<file path="src/rtl/pipe_pkg.sv">
// Shared definitions for the writeback skid stage: default widths, FSM state encoding, bundle layout.
// Latency: n/a (definitions only).
// Backpressure: n/a (definitions only).
package pipe_pkg;

    localparam int DW_DEF = 128;
    localparam int AW_DEF = 5;

    // Occupancy of the two-entry skid buffer.
    typedef enum logic [1:0] {
        EMPTY = 2'd0,
        ONE   = 2'd1,
        TWO   = 2'd2
    } state_t;

    // Writeback bundle at default widths; wrdata is the pre-muxed register write value.
    typedef struct packed {
        logic [DW_DEF-1:0]   dataOut;
        logic [DW_DEF/8-1:0] wbyteen;
        logic                regwren;
        logic [AW_DEF-1:0]   rwraddrd;
        logic                reginmuxop;
        logic [DW_DEF-1:0]   aluOut;
        logic [DW_DEF-1:0]   wrdata;
    } wb_bundle_t;

endpackage

</file>
<file path="src/rtl/pipe_wb_skid_if.sv">
// Handshake and writeback bus between the memory stage, the skid stage and the register file.
// Latency: n/a (wiring only).
// Backpressure: in_ready/out_ready carry it; slave is the skid stage, master is the driving side.
interface pipe_wb_skid_if
    import pipe_pkg::*;
#(
    parameter int DW = DW_DEF,
    parameter int AW = AW_DEF
) ();
    localparam int BE = DW / 8;

    logic          in_valid;
    logic          in_ready;
    logic          flush;
    logic [DW-1:0] dataOut_in;
    logic [BE-1:0] wbyteen_in;
    logic          regwren_in;
    logic [AW-1:0] rwraddrd_in;
    logic          reginmuxop_in;
    logic [DW-1:0] aluOut_in;

    logic          out_valid;
    logic          out_ready;
    logic [DW-1:0] dataOut_out;
    logic [BE-1:0] wbyteen_out;
    logic          regwren_out;
    logic [AW-1:0] rwraddrd_out;
    logic          reginmuxop_out;
    logic [DW-1:0] aluOut_out;
    logic [DW-1:0] wrdata_out;

    modport slave (
        input  in_valid, flush, dataOut_in, wbyteen_in, regwren_in, rwraddrd_in,
               reginmuxop_in, aluOut_in, out_ready,
        output in_ready, out_valid, dataOut_out, wbyteen_out, regwren_out, rwraddrd_out,
               reginmuxop_out, aluOut_out, wrdata_out
    );

    modport master (
        output in_valid, flush, dataOut_in, wbyteen_in, regwren_in, rwraddrd_in,
               reginmuxop_in, aluOut_in, out_ready,
        input  in_ready, out_valid, dataOut_out, wbyteen_out, regwren_out, rwraddrd_out,
               reginmuxop_out, aluOut_out, wrdata_out
    );

endinterface

</file>
<file path="src/rtl/pipe_wb_entry.sv">
// One storage slot of the skid buffer: enable-loaded register of a writeback bundle.
// Latency: d appears on q one clock after en.
// Backpressure: none; the owner decides when to load.
module pipe_wb_entry
    import pipe_pkg::*;
#(
    parameter type T = wb_bundle_t
) (
    input  logic clk,
    input  logic reset,
    input  logic en,
    input  T     d,
    output T     q
);

    // Load on enable; clear to all-zero on reset so no stale bundle leaks out.
    always_ff @(posedge clk or posedge reset) begin
        if (reset) begin
            q <= '0;
        end else if (en) begin
            q <= d;
        end
    end

endmodule

</file>
<file path="src/rtl/pipe_wb_skid.sv">
// MEM/WB stage register with valid/ready handshake, 2-entry skid buffer, flush and registered wrdata mux.
// Latency: 1 cycle from acceptance to outputs; full throughput while out_ready is high.
// Backpressure: in_ready depends only on occupancy (low when both entries are full), never on out_ready.
module pipe_wb_skid
    import pipe_pkg::*;
#(
    parameter int DW = DW_DEF,  // must be a multiple of 8
    parameter int AW = AW_DEF
) (
    input  logic                 clk,
    input  logic                 reset,
    pipe_wb_skid_if.slave        bus
);
    localparam int BE = DW / 8;

    typedef struct packed {
        logic [DW-1:0] dataOut;
        logic [BE-1:0] wbyteen;
        logic          regwren;
        logic [AW-1:0] rwraddrd;
        logic          reginmuxop;
        logic [DW-1:0] aluOut;
        logic [DW-1:0] wrdata;
    } bundle_t;

    state_t  state;
    state_t  state_nxt;
    logic    out_valid_q;
    logic    regwren_q;
    logic    xfer_in;
    logic    xfer_out;
    logic    m_load;
    logic    m_from_s;
    logic    s_load;
    bundle_t in_b;
    bundle_t m_d;
    bundle_t m_q;
    bundle_t s_q;

    assign xfer_in  = bus.in_valid & bus.in_ready;
    assign xfer_out = out_valid_q & bus.out_ready;

    // Incoming bundle; wrdata is resolved here once, so later hold cycles never recompute it.
    always_comb begin
        in_b            = '0;
        in_b.dataOut    = bus.dataOut_in;
        in_b.wbyteen    = bus.wbyteen_in;
        in_b.regwren    = bus.regwren_in;
        in_b.rwraddrd   = bus.rwraddrd_in;
        in_b.reginmuxop = bus.reginmuxop_in;
        in_b.aluOut     = bus.aluOut_in;
        in_b.wrdata     = bus.reginmuxop_in ? bus.dataOut_in : bus.aluOut_in;
    end

    // Next-state and load decisions; flush overrides everything and loads nothing.
    always_comb begin
        state_nxt = state;
        m_load    = 1'b0;
        m_from_s  = 1'b0;
        s_load    = 1'b0;
        if (bus.flush) begin
            state_nxt = EMPTY;
        end else begin
            unique case (state)
                EMPTY: begin
                    if (xfer_in) begin
                        state_nxt = ONE;
                        m_load    = 1'b1;
                    end
                end
                ONE: begin
                    if (xfer_in && xfer_out) begin
                        m_load = 1'b1;
                    end else if (xfer_in) begin
                        state_nxt = TWO;
                        s_load    = 1'b1;
                    end else if (xfer_out) begin
                        state_nxt = EMPTY;
                    end
                end
                TWO: begin
                    if (xfer_out) begin
                        state_nxt = ONE;
                        m_load    = 1'b1;
                        m_from_s  = 1'b1;
                    end
                end
                default: state_nxt = EMPTY;
            endcase
        end
    end

    assign m_d = m_from_s ? s_q : in_b;

    // FSM state plus the flag outputs, registered so out_valid/regwren_out come straight from flops.
    always_ff @(posedge clk or posedge reset) begin
        if (reset) begin
            state       <= EMPTY;
            out_valid_q <= 1'b0;
            regwren_q   <= 1'b0;
        end else begin
            state       <= state_nxt;
            out_valid_q <= (state_nxt != EMPTY);
            if (state_nxt == EMPTY) begin
                regwren_q <= 1'b0;
            end else if (m_load) begin
                regwren_q <= m_d.regwren;
            end else begin
                regwren_q <= m_q.regwren;
            end
        end
    end

    pipe_wb_entry #(.T(bundle_t)) u_main (
        .clk   (clk),
        .reset (reset),
        .en    (m_load),
        .d     (m_d),
        .q     (m_q)
    );

    pipe_wb_entry #(.T(bundle_t)) u_skid (
        .clk   (clk),
        .reset (reset),
        .en    (s_load),
        .d     (in_b),
        .q     (s_q)
    );

    // in_ready is the only combinational output: it must drop with reset itself.
    assign bus.in_ready       = (state != TWO) & ~reset;
    assign bus.out_valid      = out_valid_q;
    assign bus.regwren_out    = regwren_q;
    assign bus.dataOut_out    = m_q.dataOut;
    assign bus.wbyteen_out    = m_q.wbyteen;
    assign bus.rwraddrd_out   = m_q.rwraddrd;
    assign bus.reginmuxop_out = m_q.reginmuxop;
    assign bus.aluOut_out     = m_q.aluOut;
    assign bus.wrdata_out     = m_q.wrdata;

endmodule
</file>
<file path="src/flat_wrapper.sv">
// flat-port wrapper written by rule: the top's interface ports become plain ports
module pipe_wb_skid_flat import pipe_pkg::*;
#(
    parameter int DW = DW_DEF,                            
    parameter int AW = AW_DEF
)
  (clk, reset, bus_in_valid, bus_flush, bus_dataOut_in, bus_wbyteen_in, bus_regwren_in, bus_rwraddrd_in, bus_reginmuxop_in, bus_aluOut_in, bus_out_ready, bus_in_ready, bus_out_valid, bus_dataOut_out, bus_wbyteen_out, bus_regwren_out, bus_rwraddrd_out, bus_reginmuxop_out, bus_aluOut_out, bus_wrdata_out);
  pipe_wb_skid_if #(.DW(DW), .AW(AW)) bus_i ();
  input  logic clk;
  input  logic reset;
  input wire logic [$bits(bus_i.in_valid)-1:0] bus_in_valid;
  input wire logic [$bits(bus_i.flush)-1:0] bus_flush;
  input wire logic [$bits(bus_i.dataOut_in)-1:0] bus_dataOut_in;
  input wire logic [$bits(bus_i.wbyteen_in)-1:0] bus_wbyteen_in;
  input wire logic [$bits(bus_i.regwren_in)-1:0] bus_regwren_in;
  input wire logic [$bits(bus_i.rwraddrd_in)-1:0] bus_rwraddrd_in;
  input wire logic [$bits(bus_i.reginmuxop_in)-1:0] bus_reginmuxop_in;
  input wire logic [$bits(bus_i.aluOut_in)-1:0] bus_aluOut_in;
  input wire logic [$bits(bus_i.out_ready)-1:0] bus_out_ready;
  output wire logic [$bits(bus_i.in_ready)-1:0] bus_in_ready;
  output wire logic [$bits(bus_i.out_valid)-1:0] bus_out_valid;
  output wire logic [$bits(bus_i.dataOut_out)-1:0] bus_dataOut_out;
  output wire logic [$bits(bus_i.wbyteen_out)-1:0] bus_wbyteen_out;
  output wire logic [$bits(bus_i.regwren_out)-1:0] bus_regwren_out;
  output wire logic [$bits(bus_i.rwraddrd_out)-1:0] bus_rwraddrd_out;
  output wire logic [$bits(bus_i.reginmuxop_out)-1:0] bus_reginmuxop_out;
  output wire logic [$bits(bus_i.aluOut_out)-1:0] bus_aluOut_out;
  output wire logic [$bits(bus_i.wrdata_out)-1:0] bus_wrdata_out;
  assign bus_i.in_valid = bus_in_valid;
  assign bus_i.flush = bus_flush;
  assign bus_i.dataOut_in = bus_dataOut_in;
  assign bus_i.wbyteen_in = bus_wbyteen_in;
  assign bus_i.regwren_in = bus_regwren_in;
  assign bus_i.rwraddrd_in = bus_rwraddrd_in;
  assign bus_i.reginmuxop_in = bus_reginmuxop_in;
  assign bus_i.aluOut_in = bus_aluOut_in;
  assign bus_i.out_ready = bus_out_ready;
  assign bus_in_ready = bus_i.in_ready;
  assign bus_out_valid = bus_i.out_valid;
  assign bus_dataOut_out = bus_i.dataOut_out;
  assign bus_wbyteen_out = bus_i.wbyteen_out;
  assign bus_regwren_out = bus_i.regwren_out;
  assign bus_rwraddrd_out = bus_i.rwraddrd_out;
  assign bus_reginmuxop_out = bus_i.reginmuxop_out;
  assign bus_aluOut_out = bus_i.aluOut_out;
  assign bus_wrdata_out = bus_i.wrdata_out;
  pipe_wb_skid #(.DW(DW), .AW(AW)) u_core (.clk(clk), .reset(reset), .bus(bus_i));
endmodule
</file>
<file path="config.mk">
export PLATFORM = sky130hd
export DESIGN_NAME = pipe_wb_skid_flat
export DESIGN_NICKNAME = d
export VERILOG_FILES = /design/src/rtl/pipe_pkg.sv /design/src/rtl/pipe_wb_skid_if.sv /design/src/rtl/pipe_wb_entry.sv /design/src/rtl/pipe_wb_skid.sv /design/src/flat_wrapper.sv
export SDC_FILE = /design/constraint.sdc
export NUM_CORES = 2
export LEC_CHECK = 0
export CAP_MARGIN = 15
export CORE_AREA = 2 2 273 275
export CTS_BUF_LIST = sky130_fd_sc_hd__clkbuf_4 sky130_fd_sc_hd__clkbuf_8 sky130_fd_sc_hd__clkbuf_16
export CTS_CLUSTER_SIZE = 24
export DETAILED_ROUTE_END_ITERATION = 16
export DIE_AREA = 0 0 275 277
export DONT_BUFFER_PORTS = 1
export PLACE_DENSITY = 0.79
export SLEW_MARGIN = 0
export SYNTH_ARGS = -nofsm -noshare
export SYNTH_HDL_FRONTEND = slang
export SYNTH_SLANG_ARGS = --single-unit
</file>
<file path="constraint.sdc">
create_clock -name clk -period 71.9 [get_ports clk]
set_clock_uncertainty 0.05 [all_clocks]
set_input_delay 14.38 -clock clk [delete_from_list [all_inputs] [get_ports clk]]
set_output_delay 14.38 -clock clk [all_outputs]
set_load 0.02 [all_outputs]
</file>
==> run_results.csv <==
group,metric,value,unit
status,run_status,"finished, final reports clean",
clock_tree,htreeDepth,3,
drt,drt_wl_total,85000,µm
clock_tree,cts-buffers-inserted,85,
clock_tree,cts_tree,"built",
clock_tree,clock-root-buffer,"clkbuf_16",
synth,synth_nets,3300,
clock_tree,clk_latency,0.63,ns
grt,grt_pass1_wl,130000,µm
grt,grt_pass1_vias,21893,
worst_setup_path,cp_cell_sequence,"nor2_1",
grt,grt_max_degree,167,
flow_run,maxCapViolCount,0,
synth,avgSynthCellArea,13.1,µm²
clock_tree,post_cts_resized,0,
drt,vias,20405,
synth,synth_cell_type_count,23,
timing,timing_hold_violations_final,0,
synth,postSynthCellCount,3016,
drt,drc_errors,0,
worst_setup_path,cp-startpoint,"reset",
drt,dr.pass1.iters,7,
worst_setup_path,crit_fanout,4,
worst_setup_path,path_class,"in2out",
clock_tree,hold_buffers,0,
timing,period_minus_slack,29.12,ns
worst_setup_path,ff2ff_setup_slack,66.63,ns
grt,grtUsageTotal,21.9,%
worst_setup_path,crit_slowest_cell,"nor2_1",
clock_tree,post_cts_buffers,0,
placement,portBuffers,0,
worst_setup_path,worst-path-buf-inv,0,
synth,synth_largest_area_cell,"dfrtp_1",
floorplan,ios,693,
drt,drt_iter0_drc,1207,
final_layout,drive_gt1_share,43.8,%
floorplan,core,0.0736,mm²
worst_setup_path,critical-path-top-delay-family,"simple AND/OR/NAND/NOR gates",
placement,post-place-ws,42.77,ns
timing,hold_slack,0.450,ns
floorplan,initial_utilization,53.7,%
timing,tightest_slew,1.19,ns
drt,avgViaCountPerCell,5.67,
timing,rsz0062_at_grt,"no",
worst_setup_path,critPathLaunchType,"input port",
worst_setup_path,regToRegStartpoint,"u_core.bus.out_valid$_DFF_PP0_",
placement,hpwlAfterDp,56900,µm
floorplan,die_x,275,µm
drt,wl_per_cell,23.6,µm
min_path,min_from,"u_core.u_skid.q[198]$_DFFE_PP0P_",
placement,dpl_cell_area,0.0371,mm²
final_layout,area_growth,1.49,%
power,vdd_drop_max,0.0275,mV
floorplan,fp-row-count,100,
worst_setup_path,crit_path_end_kind,"output port",
synth,synth_area,0.0395,mm²
clock_tree,path_clk_slew,0.06,ns
clock_tree,cts.sinks,818,
timing,clock.fmax,34.3,MHz
power,p_leak,0.0174,µW
drt,drtAntennaViolNets,0,
floorplan,dieArea,0.0762,mm²
timing,maxSlewViolCount,0,
worst_setup_path,cpPeakStageDelay,0.31,ns
worst_setup_path,critical_path_arrival,14.69,ns
timing,setup_ws,42.78,ns
grt,antenna_found_initial,0,
synth,yosys_warnings,0,
timing,tns,0,ns
final_layout,diodes,0,
clock_tree,clk_path_buf_depth,3,
min_path,min_path_type,"reg2reg",
synth,synth_area_leaders,"dfrtp_1 52%, mux2_2 28%, buf_4 7.9%, mux2i_1 6.5%, a21oi_1 1.6%",
synth,ys_ff_latch,818,
placement,gp_congestion,0.878,
timing,relSlewSlack,20.8,%
final_layout,stdcell_area,0.0401,mm²
final_layout,nNetsFinal,2842,
floorplan,die_h,277,µm
worst_setup_path,crit_required,57.47,ns
synth,netlist.area_leader.share,51.8,%
grt,gr-total-overflow,0,
power,power_density,35.0,mW/mm²
synth,seq_area_frac_synth,51.8,%
timing,final-setup-viol-count,0,
timing,fin_crit_sh,40.5,%
[layout make-up]
cell class              instances  area (µm²)
well taps                     969        1210
multi-input cells            1500       14700
flip-flops and latches        818       20500
clock inverters                40         487
inverters                     129         492
fillers                      5784       33500
clock buffers                 117        2490
repair buffers                 24         230
[kinds of logic after synthesis]
kind of cell,Yosys count,share of synthesized area (%)
AND/OR/NAND/NOR,142,1.42
buffers and inverters,698,11.0
multiplexers,1223,34.0
AO/OA/AOI/OAI,135,1.75
flip-flops,818,51.8
[where the power goes]
group,switching [µW],internal (µW)
Clock,188,274
Sequential,170,592
Combinational,70.5,109
Total,429,975
[synth_stat cells]
library cell / number
buf_4: 416
nor4_1: 1
a22oi_1: 1
buf_2: 123
a21bo_2: 1
nor2_1: 132
buf_6: 1
buf_1: 3
a2111oi_0: 1
nor3b_1: 1
nand2b_1: 3
mux2i_1: 257
a21oi_1: 130
and3b_1: 1
dfrtp_1: 818
clkbuf_1: 26
mux2_2: 966
and2_1: 1
o21ai_0: 1
and2b_1: 1
a2bb2oi_1: 1
inv_1: 129
nor3_1: 2
[sequential cells by signal (all words and copies together) (netlist names)]
signal / count
u_core.u_main.q: 407
u_core.u_skid.q: 407
u_core.state: 2
u_core.bus.out_valid: 1
u_core.bus.regwren_out: 1
[per-stage QoR]
stage | cells | power [µW] | utilization, %
floorplan | 3016 | 969 | -
global placement | 3440 | 927 | 50.5
detailed placement | 3440 | 949 | 50.5
CTS | 3597 | 1410 | 54.5
global route | 3597 | 1470 | 54.5
finish | 3597 | 1400 | 54.5
[cell usage in the layout, fill, tap and decap left out, drive strengths merged, types with 8 or more instances in the layout]
cell type / instances
a21oi: 130
dfrtp: 818
clkinv: 23
inv: 135
nor2: 132
mux2i: 257
clkbuf: 117
bufinv: 8
mux2: 966
buf: 24
[worst paths after layout]
kind,end,cells after the start
worst max-delay path,bus_in_ready,1
worst min-delay path,u_core.u_skid.q[198]$_DFFE_PP0P_,1
worst max register to register,u_core.u_main.q[341]$_DFFE_PP0P_,7
worst min register to register,u_core.u_skid.q[198]$_DFFE_PP0P_,1
max in group asynchronous,u_core.u_main.q[61]$_DFFE_PP0P_,5
min in group asynchronous,u_core.u_skid.q[279]$_DFFE_PP0P_,1
[metal layers]
metal / vias to the layer above / track usage, % / wire length [µm]
li1: 9048 / - / -
met1: 10494 / 24.9 / 31600
met2: 669 / 36.2 / 41700
met3: 194 / 8.37 / 8140
met4: 0 / 9.97 / 3610
met5: - / 0 / 0
Note: power is estimated with default switching activity, not from simulation.
